--- src/rtl/mem_march_controller_if.sv ---
// Bus between the march BIST sequencer and its surroundings: command/status
// from the top-level logic plus the memory-array access signals.
interface mem_march_controller_if #(
  parameter int ADDR_BITS = 4,
  parameter int DATA_BITS = 8
);
  logic                 start;
  logic                 stop_on_fail;
  logic [DATA_BITS-1:0] bg;
  logic                 busy;
  logic                 done;
  logic                 fail;
  logic [ADDR_BITS-1:0] fail_addr;
  logic [2:0]           fail_elem;
  logic [DATA_BITS-1:0] fail_data;
  logic [ADDR_BITS-1:0] mem_addr;
  logic [DATA_BITS-1:0] mem_wdata;
  logic                 mem_we;
  logic [DATA_BITS-1:0] mem_rdata;

  modport slave (
    input  start, stop_on_fail, bg, mem_rdata,
    output busy, done, fail, fail_addr, fail_elem, fail_data,
           mem_addr, mem_wdata, mem_we
  );

  modport master (
    output start, stop_on_fail, bg, mem_rdata,
    input  busy, done, fail, fail_addr, fail_elem, fail_data,
           mem_addr, mem_wdata, mem_we
  );
endinterface

--- src/rtl/mem_march_controller.sv ---
// March C- self-test sequencer for the latch/DFF memory array.
// Elements: E0 up(w0) E1 up(r0,w1) E2 up(r1,w0) E3 dn(r0,w1) E4 dn(r1,w0) E5 up(r0).
module mem_march_controller #(
  parameter int ADDR_BITS            = 4,
  parameter int DATA_BITS            = 8,
  parameter int PRE_POST_WRITE_DELAY = 0
) (
  input logic                   clk,
  input logic                   rst_n,
  mem_march_controller_if.slave bus
);
  // state    | meaning
  // IDLE     | waiting for start
  // RD_ADDR  | present read address
  // RD_CHECK | compare read data with expected pattern
  // WR_SETUP | addr/wdata valid, we low (delayed write only)
  // WR_PULSE | write enable high
  // WR_HOLD  | addr/wdata held, we low (delayed write only)
  // DONE     | one-cycle completion pulse
  typedef enum logic [2:0] {
    IDLE, RD_ADDR, RD_CHECK, WR_SETUP, WR_PULSE, WR_HOLD, DONE
  } state_t;

  localparam logic [ADDR_BITS-1:0] LAST_ADDR  = '1;
  localparam logic [ADDR_BITS-1:0] ONE_ADDR   = {{(ADDR_BITS-1){1'b0}}, 1'b1};
  localparam bit                   DELAYED_WR = (PRE_POST_WRITE_DELAY != 0);
  localparam state_t               WR_FIRST   = DELAYED_WR ? WR_SETUP : WR_PULSE;
  localparam logic                 WE_FIRST   = DELAYED_WR ? 1'b0 : 1'b1;

  state_t               r_state;
  logic [2:0]           r_elem;
  logic [ADDR_BITS-1:0] r_addr;
  logic [DATA_BITS-1:0] r_bg;
  logic                 r_stop;
  logic                 r_busy;
  logic                 r_done;
  logic                 r_fail;
  logic [ADDR_BITS-1:0] r_fail_addr;
  logic [2:0]           r_fail_elem;
  logic [DATA_BITS-1:0] r_fail_data;
  logic [ADDR_BITS-1:0] r_mem_addr;
  logic [DATA_BITS-1:0] r_mem_wdata;
  logic                 r_mem_we;

  logic                 w_desc;
  logic                 w_last;
  logic [2:0]           w_nxt_elem;
  logic [ADDR_BITS-1:0] w_nxt_addr;
  logic                 w_end;
  logic [DATA_BITS-1:0] w_wr_val;
  logic [DATA_BITS-1:0] w_rd_exp;
  logic                 w_mismatch;
  logic                 w_word_done;

  always_comb begin
    w_desc     = (r_elem == 3'd3) || (r_elem == 3'd4);
    w_last     = w_desc ? (r_addr == '0) : (r_addr == LAST_ADDR);
    w_nxt_elem = w_last ? (r_elem + 3'd1) : r_elem;
    // Address wraps only when crossing into the next element.
    if (w_last)
      w_nxt_addr = ((w_nxt_elem == 3'd3) || (w_nxt_elem == 3'd4)) ? LAST_ADDR : '0;
    else
      w_nxt_addr = w_desc ? (r_addr - ONE_ADDR) : (r_addr + ONE_ADDR);
    w_end      = w_last && (r_elem == 3'd5);
    w_wr_val   = ((r_elem == 3'd1) || (r_elem == 3'd3)) ? ~r_bg : r_bg;
    w_rd_exp   = ((r_elem == 3'd2) || (r_elem == 3'd4)) ? ~r_bg : r_bg;
    w_mismatch = (bus.mem_rdata != w_rd_exp);
    w_word_done = ((r_state == WR_PULSE) && !DELAYED_WR) ||
                  (r_state == WR_HOLD) ||
                  ((r_state == RD_CHECK) && (r_elem == 3'd5) && !(w_mismatch && r_stop));
  end

  always_ff @(posedge clk or negedge rst_n) begin
    if (!rst_n) begin
      r_state     <= IDLE;
      r_elem      <= '0;
      r_addr      <= '0;
      r_bg        <= '0;
      r_stop      <= 1'b0;
      r_busy      <= 1'b0;
      r_done      <= 1'b0;
      r_fail      <= 1'b0;
      r_fail_addr <= '0;
      r_fail_elem <= '0;
      r_fail_data <= '0;
      r_mem_addr  <= '0;
      r_mem_wdata <= '0;
      r_mem_we    <= 1'b0;
    end else begin
      r_done <= 1'b0;
      case (r_state)
        IDLE: begin
          if (bus.start) begin
            r_bg        <= bus.bg;
            r_stop      <= bus.stop_on_fail;
            r_fail      <= 1'b0;
            r_fail_addr <= '0;
            r_fail_elem <= '0;
            r_fail_data <= '0;
            r_elem      <= '0;
            r_addr      <= '0;
            r_mem_addr  <= '0;
            r_mem_wdata <= bus.bg;
            r_mem_we    <= WE_FIRST;
            r_busy      <= 1'b1;
            r_state     <= WR_FIRST;
          end
        end
        RD_ADDR: r_state <= RD_CHECK;
        RD_CHECK: begin
          if (w_mismatch && !r_fail) begin
            r_fail      <= 1'b1;
            r_fail_addr <= r_addr;
            r_fail_elem <= r_elem;
            r_fail_data <= bus.mem_rdata;
          end
          if (w_mismatch && r_stop) begin
            r_state <= DONE;
            r_busy  <= 1'b0;
            r_done  <= 1'b1;
          end else if (r_elem != 3'd5) begin
            r_state     <= WR_FIRST;
            r_mem_wdata <= w_wr_val;
            r_mem_we    <= WE_FIRST;
          end
        end
        WR_SETUP: begin
          r_state  <= WR_PULSE;
          r_mem_we <= 1'b1;
        end
        WR_PULSE: begin
          r_mem_we <= 1'b0;
          if (DELAYED_WR) r_state <= WR_HOLD;
        end
        WR_HOLD: r_mem_we <= 1'b0;
        DONE:    r_state  <= IDLE;
        default: r_state  <= IDLE;
      endcase

      // Word finished: advance address/element and launch the next word's first op.
      if (w_word_done) begin
        if (w_end) begin
          r_state  <= DONE;
          r_busy   <= 1'b0;
          r_done   <= 1'b1;
          r_mem_we <= 1'b0;
        end else begin
          r_elem     <= w_nxt_elem;
          r_addr     <= w_nxt_addr;
          r_mem_addr <= w_nxt_addr;
          if (w_nxt_elem == 3'd0) begin
            r_state     <= WR_FIRST;
            r_mem_wdata <= r_bg;
            r_mem_we    <= WE_FIRST;
          end else begin
            r_state  <= RD_ADDR;
            r_mem_we <= 1'b0;
          end
        end
      end
    end
  end

  assign bus.busy      = r_busy;
  assign bus.done      = r_done;
  assign bus.fail      = r_fail;
  assign bus.fail_addr = r_fail_addr;
  assign bus.fail_elem = r_fail_elem;
  assign bus.fail_data = r_fail_data;
  assign bus.mem_addr  = r_mem_addr;
  assign bus.mem_wdata = r_mem_wdata;
  assign bus.mem_we    = r_mem_we;
endmodule

--- src/flat_wrapper.sv ---
// flat-port wrapper written by rule: the top's interface ports become plain ports
module mem_march_controller_flat 
#(
  parameter int ADDR_BITS            = 4,
  parameter int DATA_BITS            = 8,
  parameter int PRE_POST_WRITE_DELAY = 0
)
  (clk, rst_n, bus_start, bus_stop_on_fail, bus_bg, bus_mem_rdata, bus_busy, bus_done, bus_fail, bus_fail_addr, bus_fail_elem, bus_fail_data, bus_mem_addr, bus_mem_wdata, bus_mem_we);
  mem_march_controller_if #(.ADDR_BITS(ADDR_BITS), .DATA_BITS(DATA_BITS)) bus_i ();
  input logic clk;
  input logic rst_n;
  input wire logic [$bits(bus_i.start)-1:0] bus_start;
  input wire logic [$bits(bus_i.stop_on_fail)-1:0] bus_stop_on_fail;
  input wire logic [$bits(bus_i.bg)-1:0] bus_bg;
  input wire logic [$bits(bus_i.mem_rdata)-1:0] bus_mem_rdata;
  output wire logic [$bits(bus_i.busy)-1:0] bus_busy;
  output wire logic [$bits(bus_i.done)-1:0] bus_done;
  output wire logic [$bits(bus_i.fail)-1:0] bus_fail;
  output wire logic [$bits(bus_i.fail_addr)-1:0] bus_fail_addr;
  output wire logic [$bits(bus_i.fail_elem)-1:0] bus_fail_elem;
  output wire logic [$bits(bus_i.fail_data)-1:0] bus_fail_data;
  output wire logic [$bits(bus_i.mem_addr)-1:0] bus_mem_addr;
  output wire logic [$bits(bus_i.mem_wdata)-1:0] bus_mem_wdata;
  output wire logic [$bits(bus_i.mem_we)-1:0] bus_mem_we;
  assign bus_i.start = bus_start;
  assign bus_i.stop_on_fail = bus_stop_on_fail;
  assign bus_i.bg = bus_bg;
  assign bus_i.mem_rdata = bus_mem_rdata;
  assign bus_busy = bus_i.busy;
  assign bus_done = bus_i.done;
  assign bus_fail = bus_i.fail;
  assign bus_fail_addr = bus_i.fail_addr;
  assign bus_fail_elem = bus_i.fail_elem;
  assign bus_fail_data = bus_i.fail_data;
  assign bus_mem_addr = bus_i.mem_addr;
  assign bus_mem_wdata = bus_i.mem_wdata;
  assign bus_mem_we = bus_i.mem_we;
  mem_march_controller #(.ADDR_BITS(ADDR_BITS), .DATA_BITS(DATA_BITS), .PRE_POST_WRITE_DELAY(PRE_POST_WRITE_DELAY)) u_core (.clk(clk), .rst_n(rst_n), .bus(bus_i));
endmodule
--- config.mk ---
export PLATFORM = sky130hd
export DESIGN_NAME = mem_march_controller_flat
export DESIGN_NICKNAME = d
export VERILOG_FILES = /design/src/rtl/mem_march_controller_if.sv /design/src/rtl/mem_march_controller.sv /design/src/flat_wrapper.sv
export SDC_FILE = /design/constraint.sdc
export NUM_CORES = 1
export LEC_CHECK = 0
export ABC_AREA = 1
export BUFFER_PORTS_ARGS = -buffer_cell sky130_fd_sc_hd__buf_2
export CAP_MARGIN = 10
export CORE_ASPECT_RATIO = 1.1
export CORE_MARGIN = 2
export CORE_UTILIZATION = 35
export CTS_CLUSTER_SIZE = 8
export DETAILED_ROUTE_END_ITERATION = 12
export GPL_TIMING_DRIVEN = 0
export HOLD_SLACK_MARGIN = 0.08
export PLACE_DENSITY = 0.58
export SLEW_MARGIN = 20
export SYNTH_ARGS = -nofsm -noshare
export SYNTH_HDL_FRONTEND = slang
export SYNTH_SLANG_ARGS = --single-unit
--- constraint.sdc ---
create_clock -name clk -period 2.83 [get_ports clk]
set_clock_uncertainty 0.2 [all_clocks]
set_input_delay 0.7075 -clock clk [delete_from_list [all_inputs] [get_ports clk]]
set_output_delay 0.7075 -clock clk [all_outputs]
set_load 0.005 [all_outputs]
==> flow_metrics.py <==
metrics = {
    "floorplanning": {
        "die_h_um": 104,
        "std_cell_rows": 36,
        "die_area_mm2": 0.00984,
        "core_area_mm2": 0.00883,
        "io_pins": 51,
        "die_w_um": 94.8,
        "start_util": 0.359,
    },
    "final_layout": {
        "nFillCells": 965,
        "stdcell_area_mm2": 0.00368,
        "fin_util": 0.417,
        "final-instance-count-excl-fill": 610,
        "antenna_cells": 0,
        "layout.nets": 522,
        "layout-drive-gt1-share": 0.192,
        "area_delta_synth_final_pct": 16.0,
    },
    "logic_synthesis": {
        "synth_sequential_area_ratio": 0.394,
        "synthArstFlopShare": 1.00,
        "yosys-top-cells-area": "dfrtp_1 (39%), nand2_1 (16%), nand3_1 (9.0%)",
        "yosysTopAreaCell": "dfrtp_1",
        "syn_nets": 465,
        "synth_area_mm2": 0.00317,
        "synthTopCellsByCount": "nand2_1 (135), nand3_1 (57), dfrtp_1 (50), inv_1 (47), o21ai_0 (36)",
        "yosysMostFrequentCell": "nand2_1",
        "synth_seq_cells": 50,
        "yosysTopAreaCellShare": 0.394,
        "synth_area_per_cell_um2": 7.24,
        "synth_cells": 438,
        "ys_warn_count": 0,
        "yosys.cell_types.count": 32,
        "synth_edf_count": 0,
        "yosys_most_used_dff": "dfrtp_1",
    },
    "clocking": {
        "cts_setup_buffers": 0,
        "hold_buffers": 0,
        "cts_buffers": 5,
        "clk_pin_slew_ns": 0.10,
        "h-tree-depth": 2,
        "ctsRootBufferMaster": "clkbuf_8",
        "cts_sinks": 50,
        "cts_tree": "built",
        "cts_resized": 0,
        "clk_path_buf_depth": 2,
        "insertion_delay_ns": 0.32,
    },
    "critical_path": {
        "critPathKind": "reg2reg",
        "endpoint_kind": "flip-flop",
        "r2r-start": "u_core.r_elem[0]$_DFF_PN0_",
        "start_kind": "flip-flop",
        "reg2reg_to": "u_core.bus.mem_wdata[6]$_DFF_PN0_",
        "cp_max_fo": 10,
        "path_cells": "inv_1, ha_2, inv_1, nand2_1, nand2_2, nand2_1, nand3_1, nor2_1, nand2_1, nand2_4, nand2_2, nand2_4, nand2_4, buf_6, nor2_1, nor2_2",
        "arrival_ns": 2.59,
        "reg2reg_setup_slack_ns": 0.27,
        "cp_slowest_cell": "dfrtp_1",
        "reg2reg_depth": 16,
        "slowest_delay_ns": 0.46,
        "cp_data_required_time_ns": 2.85,
    },
    "sta": {
        "fmax_ghz": 0.390,
        "maxSlewHeadroom": 0.485,
        "hold_violations": 0,
        "post-route-period-util": 0.906,
        "tightest_slew_ns": 0.770,
        "whs_ns": 0.210,
        "grt_setup_unrepaired": "no",
        "final.setup.worst_slack_ns": 0.265,
        "fin_setup_tns_ns": 0,
        "maxSlewViolCount": 0,
        "min_period_ns": 2.56,
        "finalSetupViolations": 0,
    },
    "placement": {
        "portBuffers": 50,
        "dp_hpwl_um": 6140,
        "finalWeightedCongestion": 0.829,
        "place_ws_ns": 0.129,
        "place_area_mm2": 0.00357,
        "place_inst": 602,
    },
    "power_and_ir_drop": {
        "finalPower_mw": 4.39,
        "powerDensity_mw_per_mm2": 1190,
        "irDropWorstVdd_mv": 0.460,
        "p_leak_nw": 2.04,
    },
    "run": {
        "maxCapViolCount": 0,
    },
    "global_route": {
        "grt_overflow": 0,
        "grt_antenna_before_repair": 0,
        "grt_pass1_vias": 2938,
        "grt_usage": 0.181,
        "grt_max_degree": 51,
        "grt_pass1_wl_um": 14100,
    },
    "outcome": {
        "status": "finished, final reports clean",
    },
    "route": {
        "drtAntennaViolNets": 0,
        "wl_per_cell_um": 13.9,
        "vias": 2962,
        "vias_per_cell": 4.86,
        "route.detailed.drc": 0,
        "initialDrtViolationCount": 109,
        "drt_pass1_iterations": 4,
        "routed_wl_um": 8480,
    },
    "worst_hold_path": {
        "hold_path_class": "in2async",
    },
}
==> flip-flops by register name (all words and copies together), names as in the netlist <==
| signal | flops |
|---|---|
| u_core.bus.done | 1 |
| u_core.r_bg | 8 |
| u_core.bus.mem_we | 1 |
| u_core.r_stop | 1 |
| u_core.bus.busy | 1 |
| u_core.bus.fail_data | 8 |
| u_core.bus.mem_wdata | 8 |
| u_core.bus.fail_addr | 4 |
| u_core.bus.fail | 1 |
| u_core.r_elem | 3 |
| u_core.r_addr | 4 |
| u_core.bus.fail_elem | 3 |
| u_core.bus.mem_addr | 4 |
| u_core.r_state | 3 |
==> routing by layer <==
| layer | track usage | vias up | wire (um) |
|---|---|---|---|
| li1 | - | 1492 | - |
| met1 | 0.223 | 1400 | 3700 |
| met2 | 0.315 | 61 | 4320 |
| met3 | 0.0326 | 9 | 358 |
| met4 | 0.0600 | 0 | 110 |
| met5 | 0 | - | 0 |
==> area by class of cell <==
type | instances | area, um^2 | share of cell area
timing repair buffer | 50 | 253 | 0.0686
clock buffer | 8 | 110 | 0.0299
buffer | 13 | 78.8 | 0.0214
inverter | 53 | 204 | 0.0554
sequential | 50 | 1250 | 0.340
multi-input combinational | 322 | 1640 | 0.446
tap | 114 | 143 | 0.0387
==> worst max-delay path, delay by kind of cell, from the launching register on <==
kind	cells	cell delay (ns)
adder cells (fa/ha/maj)	1	0.26
buffers and inverters	3	0.39
flip-flops	1	0.46
AND/OR/NAND/NOR	12	1.16
==> cell families after synthesis <==
logic type	Yosys count	share of synthesized area
AO/OA/AOI/OAI	55	0.0978
XOR/XNOR	10	0.0276
adder cells (fa/ha/maj)	7	0.0300
AND/OR/NAND/NOR	250	0.362
flip-flops	50	0.394
buffers and inverters	66	0.0887
==> power breakdown <==
part / total [mW] / switching [mW] / leakage [nW] / internal, mW
Sequential: 1.33 / 0.293 / 0.633 / 1.03
Clock: 0.505 / 0.257 / 0.0575 / 0.248
Combinational: 2.56 / 1.59 / 1.35 / 0.966
Total: 4.39 / 2.14 / 2.04 / 2.25
==> how the worst max path moves through the flow <==
stage                     slack (ns)                       start                                end  cells past startpoint
final                           0.27  u_core.r_elem[0]$_DFF_PN0_  u_core.bus.mem_wdata[6]$_DFF_PN0_                     16
after CTS                       0.14  u_core.r_elem[0]$_DFF_PN0_        u_core.bus.fail$_DFFE_PN0P_                     13
after detailed placement        0.13  u_core.r_elem[0]$_DFF_PN0_        u_core.bus.fail$_DFFE_PN0P_                     13
after floorplan                 0.53  u_core.r_elem[0]$_DFF_PN0_  u_core.bus.mem_wdata[6]$_DFF_PN0_                     14
after global routing            0.02  u_core.r_elem[0]$_DFF_PN0_  u_core.bus.mem_wdata[2]$_DFF_PN0_                     16
after global placement          0.17  u_core.r_elem[0]$_DFF_PN0_        u_core.bus.fail$_DFFE_PN0P_                     13
==> layout by cell type (no fill, tap or decap), types with 2 or more instances in the layout <==
| cell | n |
|---|---|
| buf_6 | 3 |
| o21ai_1 | 2 |
| nand2_4 | 6 |
| nor2_2 | 2 |
| nand2_2 | 6 |
| clkbuf_1 | 5 |
| o21ai_2 | 2 |
| nor2_4 | 4 |
| dfrtp_1 | 50 |
| a31oi_1 | 2 |
| buf_4 | 2 |
| nand2_1 | 135 |
| a21oi_1 | 3 |
| buf_2 | 51 |
| nand3_1 | 57 |
| clkbuf_8 | 8 |
| nor2_1 | 35 |
| ha_1 | 5 |
| xor2_1 | 10 |
| o21ai_0 | 36 |
| inv_1 | 47 |
| o21a_1 | 8 |
| inv_2 | 4 |
| nand3_2 | 2 |
No activity file was read; power rests on OpenSTA's default activity.
